$ cat src/rtl/trace_dump_uart_if.sv
`default_nettype none
// ============================================================================
// Module      : trace_dump_uart_if
// Description : Dump control, RAM read port and UART line of trace_dump_uart.
// Revision    : 1.0 - initial release
// ============================================================================
interface trace_dump_uart_if #(
  parameter int ADDR_W = 6
);
  logic              start;
  logic [ADDR_W-1:0] start_addr;
  logic [ADDR_W-1:0] ram_addr;
  logic [7:0]        ram_q;
  logic              uart_tx;
  logic              busy;
  logic              done;

  modport master (
    output start, start_addr, ram_q,
    input  ram_addr, uart_tx, busy, done
  );

  modport slave (
    input  start, start_addr, ram_q,
    output ram_addr, uart_tx, busy, done
  );
endinterface
`default_nettype wire

$ cat src/rtl/trace_dump_uart.sv
`default_nettype none
// ============================================================================
// Module      : trace_dump_uart
// Description : Walks the 64-entry capture RAM once and dumps it on UART 8N1.
//               TRACE_DUMP_HEX_EN selects ASCII hex output with CR/LF tail.
// Revision    : 1.0 - initial release
// ============================================================================
module trace_dump_uart #(
  parameter int CLKS_PER_BIT = 434,
  parameter int ADDR_W       = 6,
  parameter int RD_LAT       = 2
) (
  input  wire logic         clk,
  input  wire logic         rst_n,
  trace_dump_uart_if.slave  bus
);

  localparam int c_BAUD_W  = (CLKS_PER_BIT > 2) ? $clog2(CLKS_PER_BIT) : 1;
  localparam int c_LAT_W   = (RD_LAT > 1) ? $clog2(RD_LAT) : 1;
  localparam int c_ENTRIES = 2 ** ADDR_W;

  localparam logic [c_BAUD_W-1:0] c_BAUD_LAST  = c_BAUD_W'(CLKS_PER_BIT - 1);
  localparam logic [c_LAT_W-1:0]  c_LAT_LAST   = c_LAT_W'(RD_LAT - 1);
  localparam logic [ADDR_W:0]     c_ENTRIES_V  = (ADDR_W + 1)'(c_ENTRIES);
  localparam logic [ADDR_W:0]     c_LAST_ENTRY = (ADDR_W + 1)'(c_ENTRIES - 1);

  typedef enum logic [2:0] {
    IDLE  = 3'd0,
    FETCH = 3'd1,
    START = 3'd2,
    DATA  = 3'd3,
    STOP  = 3'd4,
    NEXT  = 3'd5
  } state_t;

  state_t              r_state,  w_state;
  logic [c_BAUD_W-1:0] r_baud,   w_baud;
  logic [c_LAT_W-1:0]  r_lat,    w_lat;
  logic [2:0]          r_bit,    w_bit;
  logic [ADDR_W:0]     r_entry,  w_entry;
  logic [ADDR_W-1:0]   r_addr,   w_addr;
  logic [7:0]          r_shift,  w_shift;
  logic                r_tx,     w_tx;
  logic                r_busy,   w_busy;
  logic                r_done,   w_done;
  logic                w_bit_end;
  logic                w_last_frame;
  logic [ADDR_W:0]     w_entry_inc;

`ifdef TRACE_DUMP_HEX_EN
  // Phase of the current entry: 0 high nibble, 1 low nibble, 2 CR, 3 LF.
  logic [1:0]          r_phase,  w_phase;
  logic [7:0]          r_byte,   w_byte;

  function automatic logic [7:0] f_hex(input logic [3:0] i_nib);
    f_hex = (i_nib < 4'd10) ? (8'h30 + {4'h0, i_nib}) : (8'h37 + {4'h0, i_nib});
  endfunction

  assign w_last_frame = (r_phase == 2'd3);
`else
  assign w_last_frame = (r_entry == c_LAST_ENTRY);
`endif

  assign w_bit_end   = (r_baud == c_BAUD_LAST);
  assign w_entry_inc = r_entry + 1'b1;

  always_comb begin
    w_state = r_state;
    w_baud  = r_baud;
    w_lat   = r_lat;
    w_bit   = r_bit;
    w_entry = r_entry;
    w_addr  = r_addr;
    w_shift = r_shift;
    w_busy  = r_busy;
    w_done  = 1'b0;
    w_tx    = 1'b1;
`ifdef TRACE_DUMP_HEX_EN
    w_phase = r_phase;
    w_byte  = r_byte;
`endif

    case (r_state)
      IDLE: begin
        if (bus.start) begin
          w_addr  = bus.start_addr;
          w_entry = '0;
          w_lat   = '0;
          w_busy  = 1'b1;
          w_state = FETCH;
`ifdef TRACE_DUMP_HEX_EN
          w_phase = 2'd0;
`endif
        end
      end

      FETCH: begin
        if (r_lat == c_LAT_LAST) begin
          w_lat   = '0;
          w_baud  = '0;
          w_state = START;
`ifdef TRACE_DUMP_HEX_EN
          w_byte  = bus.ram_q;
          w_shift = f_hex(bus.ram_q[7:4]);
`else
          w_shift = bus.ram_q;
`endif
        end else begin
          w_lat = r_lat + 1'b1;
        end
      end

      START: begin
        if (w_bit_end) begin
          w_baud  = '0;
          w_bit   = '0;
          w_state = DATA;
        end else begin
          w_baud = r_baud + 1'b1;
        end
      end

      DATA: begin
        if (w_bit_end) begin
          w_baud  = '0;
          w_shift = {1'b0, r_shift[7:1]};
          if (r_bit == 3'd7) begin
            w_state = STOP;
          end else begin
            w_bit = r_bit + 1'b1;
          end
        end else begin
          w_baud = r_baud + 1'b1;
        end
      end

      STOP: begin
        if (w_bit_end) begin
          w_baud  = '0;
          w_state = NEXT;
          // Done is raised one cycle early so it lines up with the NEXT cycle.
          w_done  = w_last_frame;
        end else begin
          w_baud = r_baud + 1'b1;
        end
      end

      NEXT: begin
`ifdef TRACE_DUMP_HEX_EN
        case (r_phase)
          2'd0: begin
            w_phase = 2'd1;
            w_shift = f_hex(r_byte[3:0]);
            w_state = START;
          end
          2'd1: begin
            w_entry = w_entry_inc;
            w_addr  = r_addr + 1'b1;
            if (w_entry_inc == c_ENTRIES_V) begin
              w_phase = 2'd2;
              w_shift = 8'h0D;
              w_state = START;
            end else begin
              w_phase = 2'd0;
              w_lat   = '0;
              w_state = FETCH;
            end
          end
          2'd2: begin
            w_phase = 2'd3;
            w_shift = 8'h0A;
            w_state = START;
          end
          default: begin
            w_phase = 2'd0;
            w_busy  = 1'b0;
            w_state = IDLE;
          end
        endcase
`else
        w_entry = w_entry_inc;
        w_addr  = r_addr + 1'b1;
        if (w_entry_inc == c_ENTRIES_V) begin
          w_busy  = 1'b0;
          w_state = IDLE;
        end else begin
          w_lat   = '0;
          w_state = FETCH;
        end
`endif
      end

      default: begin
        w_state = IDLE;
      end
    endcase

    // Line level follows the state being entered so tx is glitch-free.
    case (w_state)
      START:   w_tx = 1'b0;
      DATA:    w_tx = w_shift[0];
      default: w_tx = 1'b1;
    endcase
  end

  always_ff @(posedge clk or negedge rst_n) begin
    if (!rst_n) begin
      r_state <= IDLE;
      r_baud  <= '0;
      r_lat   <= '0;
      r_bit   <= '0;
      r_entry <= '0;
      r_addr  <= '0;
      r_shift <= '0;
      r_tx    <= 1'b1;
      r_busy  <= 1'b0;
      r_done  <= 1'b0;
`ifdef TRACE_DUMP_HEX_EN
      r_phase <= 2'd0;
      r_byte  <= '0;
`endif
    end else begin
      r_state <= w_state;
      r_baud  <= w_baud;
      r_lat   <= w_lat;
      r_bit   <= w_bit;
      r_entry <= w_entry;
      r_addr  <= w_addr;
      r_shift <= w_shift;
      r_tx    <= w_tx;
      r_busy  <= w_busy;
      r_done  <= w_done;
`ifdef TRACE_DUMP_HEX_EN
      r_phase <= w_phase;
      r_byte  <= w_byte;
`endif
    end
  end

  assign bus.ram_addr = r_addr;
  assign bus.uart_tx  = r_tx;
  assign bus.busy     = r_busy;
  assign bus.done     = r_done;

endmodule
`default_nettype wire

$ cat src/flat_wrapper.sv
// flat-port wrapper written by rule: the top's interface ports become plain ports
module trace_dump_uart_flat 
#(
  parameter int CLKS_PER_BIT = 434,
  parameter int ADDR_W       = 6,
  parameter int RD_LAT       = 2
)
  (clk, rst_n, bus_start, bus_start_addr, bus_ram_q, bus_ram_addr, bus_uart_tx, bus_busy, bus_done);
  trace_dump_uart_if #(.ADDR_W(ADDR_W)) bus_i ();
  input  wire logic clk;
  input  wire logic rst_n;
  input wire logic [$bits(bus_i.start)-1:0] bus_start;
  input wire logic [$bits(bus_i.start_addr)-1:0] bus_start_addr;
  input wire logic [$bits(bus_i.ram_q)-1:0] bus_ram_q;
  output wire logic [$bits(bus_i.ram_addr)-1:0] bus_ram_addr;
  output wire logic [$bits(bus_i.uart_tx)-1:0] bus_uart_tx;
  output wire logic [$bits(bus_i.busy)-1:0] bus_busy;
  output wire logic [$bits(bus_i.done)-1:0] bus_done;
  assign bus_i.start = bus_start;
  assign bus_i.start_addr = bus_start_addr;
  assign bus_i.ram_q = bus_ram_q;
  assign bus_ram_addr = bus_i.ram_addr;
  assign bus_uart_tx = bus_i.uart_tx;
  assign bus_busy = bus_i.busy;
  assign bus_done = bus_i.done;
  trace_dump_uart #(.CLKS_PER_BIT(CLKS_PER_BIT), .ADDR_W(ADDR_W), .RD_LAT(RD_LAT)) u_core (.clk(clk), .rst_n(rst_n), .bus(bus_i));
endmodule
$ cat config.mk
export PLATFORM = sky130hd
export DESIGN_NAME = trace_dump_uart_flat
export DESIGN_NICKNAME = d
export VERILOG_FILES = /design/src/rtl/trace_dump_uart_if.sv /design/src/rtl/trace_dump_uart.sv /design/src/flat_wrapper.sv
export SDC_FILE = /design/constraint.sdc
export NUM_CORES = 1
export LEC_CHECK = 0
export BUFFER_PORTS_ARGS = -buffer_cell sky130_fd_sc_hd__buf_4
export CAP_MARGIN = 20
export CORE_MARGIN = 4
export CORE_UTILIZATION = 37
export DETAILED_ROUTE_END_ITERATION = 10
export PLACE_DENSITY_LB_ADDON = 0.1
export SLEW_MARGIN = 30
export SYNTH_ARGS = -nofsm -noshare
export SYNTH_HDL_FRONTEND = slang
export SYNTH_SLANG_ARGS = --single-unit
$ cat constraint.sdc
create_clock -name clk -period 2.17 [get_ports clk]
set_clock_uncertainty 0.15 [all_clocks]
set_input_delay 0.434 -clock clk [delete_from_list [all_inputs] [get_ports clk]]
set_output_delay 0.434 -clock clk [all_outputs]
set_load 0.005 [all_outputs]
==> flow_summary.toml <==
[yosys]
synth_area_sq_um = 2120
avgSynthCellArea_sq_um = 9.38
synth.distinct_cells = 41
syn_inst = 226
ys.warnings.count = 0
ys_ff_latch = 40
syn_nets = 249
ys_seq_area_frac = 0.473

[placed_design]
dp_hpwl_mm = 3.38
dp_cells = 333
place.gp.congestion = 0.763
io_buffer_count = 25

[global_routing]
grt.total_usage = 0.139
grt_start_max_net_pins = 41
grt_pass1_vias = 1712
gr-total-overflow = 0
antenna_found_initial = 0
grt_pass1_wl_mm = 8.11

[worst_setup_path]
critical_path_class = "reg -> reg"
r2r_cells = 7
cp-startpoint = "u_core.r_baud[1]"
rr_startpoint = "u_core.r_baud[1]"
critPathArrivalTime_ps = 2200
end_kind = "register"
crit_path_max_fanout = 5
cp.required_ps = 2260
reg2reg_slack_ps = 60
rr_endpoint = "u_core.bus.uart_tx"
cp-start-kind = "register"
crit_path_end = "u_core.bus.uart_tx"

[sta]
fin_crit_ps = 2110
hold_viol_final = 0
maxSlewViolCount = 0
holdWs_ps = 203
rsz0062_at_grt = "yes"
max_freq_ghz = 0.473
slew_headroom = 0.636
setup_violations = 0
tightestPinTransition_ps = 543
finalCritPeriodShare = 0.974

[power_and_ir_drop]
powerDensity_nw_per_um2 = 538
combinationalPowerShare = 0.035
vdd_drop_max_mv = 0.306
p_sw_uw = 296
seqPwrFrac = 0.534
p_int_mw = 1.12
p_leak_nw = 1.18
p_sw_frac = 0.209
power.clock.fraction = 0.431

[finish]
syn2layout_area_growth_pct = 24.4
layout_common_cells = "43 x buf_4, 39 x dfrtp_1, 28 x o21ai_0, 26 x nand2_1, 15 x nor2_1"
n_antenna_cell = 0
mostFrequentLayoutCell = "buf_4"
nNetsFinal = 293
final_util = 0.476
final.fill_count = 568
multi_input_area_sq_um = 1080
finalNonFillerCells = 343
seqCellArea_sq_um = 1000
drive_gt1_frac = 0.240

[clocking]
cts.sinks = 40
clkLatencyLatePin_ps = 300
clockBufferDepth = 2
cts_max_level = 2
cts_made_buffers = 5
cts_tree = "done"
clockRootBuffer = "clkbuf_8"
clkSlewWorstSetupHoldPaths_ps = 80

[drt]
drt_pass1_iterations = 5
drc = 0
vias = 1817
vias_per_cell = 5.30
wl_per_cell_um = 13.8
ant_nets = 0
drt-initial-drc-count = 73
routed_wl_mm = 4.73

[die]
dieArea_sq_um = 7010
rows = 27
die_y_um = 83.7
core_sq_um = 5540
start_util = 0.383
dieWidth_um = 83.7
ioPinCount = 26

[hold_path]
hp-class = "in -> reg"

[flow_run]
maxCapViolations = 0

[status]
outcome = "complete, no violations"
[cell usage after synthesis]
cell type,number,area share
nand3_1,8,0.019
a21o_1,7,0.025
and3_2,2,0.0071
or3b_2,1,0.0041
or2_2,1,0.0030
nor3b_1,2,0.0071
nor4_4,1,0.010
a21bo_1,1,0.0047
o311ai_2,1,0.0077
or4b_4,1,0.0065
nor3_1,1,0.0024
nor4_1,1,0.0030
a32oi_1,1,0.0041
nand3b_1,2,0.0071
nand2_1,27,0.048
and3_1,4,0.012
o21bai_1,1,0.0035
a31oi_1,8,0.024
dfrtp_1,39,0.46
inv_1,7,0.012
nor2_1,16,0.028
nand2b_1,6,0.018
nor4b_1,1,0.0041
or4_4,1,0.0053
buf_2,2,0.0047
o31ai_1,3,0.011
o21ai_0,29,0.068
a211oi_1,3,0.011
o21ba_2,1,0.0047
and4_1,1,0.0041
clkbuf_1,5,0.0089
nand3_2,1,0.0047
a2111oi_0,1,0.0041
nor2b_1,4,0.012
ha_1,6,0.035
o22ai_1,3,0.0089
a22o_1,11,0.045
nand4_1,5,0.015
a311oi_1,1,0.0041
a21oi_1,9,0.021
dfstp_2,1,0.012
[layout make-up]
cell class	instances	share of cell area
Timing Repair Buffer	44	0.126
Tap cell	72	0.0342
Clock inverter	2	0.0133
Clock buffer	6	0.0275
Inverter	7	0.00996
Sequential cell	40	0.380
Multi-Input combinational cell	172	0.409
[kinds of logic after synthesis]
logic type	share of synthesized area
fa+ha+maj	0.0354
flops	0.473
buf+inv	0.0260
simple gates	0.219
compound gates	0.247
[critical path, stage by stage (launching register included)]
cell	delay (ps)
dfrtp_1	380
inv_1	50
ha_1	140
or4b_4	500
or4_4	440
o311ai_2	100
nand3_2	100
a21bo_1	200
[flip-flops by register name (all words and copies together) (netlist names)]
signal and cells:
u_core.r_baud 9, u_core.r_shift 8, u_core.r_entry 7, u_core.bus.ram_addr 6, u_core.r_bit 3, u_core.r_state 3
u_core.bus.busy 1, u_core.bus.done 1, u_core.bus.uart_tx 1, u_core.r_lat 1
[power groups by stage]
stage               Sequential, mW  Combinational (mW)  Clock, mW
floorplan                    0.772             0.00896          0
global placement             0.773              0.0496          0
detailed placement           0.773              0.0502          0
CTS                          0.758              0.0515      0.624
global route                 0.759              0.0559      0.664
finish                       0.758              0.0497      0.611
[metal layers]
layer | wire [um] | vias to the layer above | global-route usage
met5 | 0 | - | 0
met4 | 61 | 0 | 0.0395
met3 | 160 | 7 | 0.0385
met2 | 2050 | 19 | 0.205
met1 | 2450 | 866 | 0.199
li1 | - | 925 | -
[stage by stage]
stage,worst slack (ps),instance area (sq um),total power [mW],setup TNS [ps]
3_5_place_dp,-2.00,2500,0.823,-2.00
6_report,55.3,2640,1.42,0
2_1_floorplan,28.9,2120,0.781,0
4_1_cts,51.8,2620,1.43,0
3_3_place_gp,30.8,2500,0.822,0
5_1_grt,-88.2,2640,1.48,-417
[how the worst min path moves through the flow]
stage                             from                      to  depth (start not counted)
after floorplan                  rst_n         u_core.bus.busy                          0
after global placement           rst_n  u_core.bus.ram_addr[4]                          1
after detailed placement         rst_n  u_core.bus.ram_addr[4]                          1
after CTS                 bus_ram_q[7]       u_core.r_shift[7]                          2
after global routing      bus_ram_q[7]       u_core.r_shift[7]                          2
final                     bus_ram_q[7]       u_core.r_shift[7]                          2
[repair_timing]
item / in CTS / in global routing
pin swaps: 1 / 5
endpoints found under the hold margin: 39 / 0
hold buffers: 1 / 0
buffers inserted: 0 / 1
resized for setup: 0 / 5
endpoints found under the setup margin: 1 / 14
Note: power is estimated with default switching activity, not from simulation.
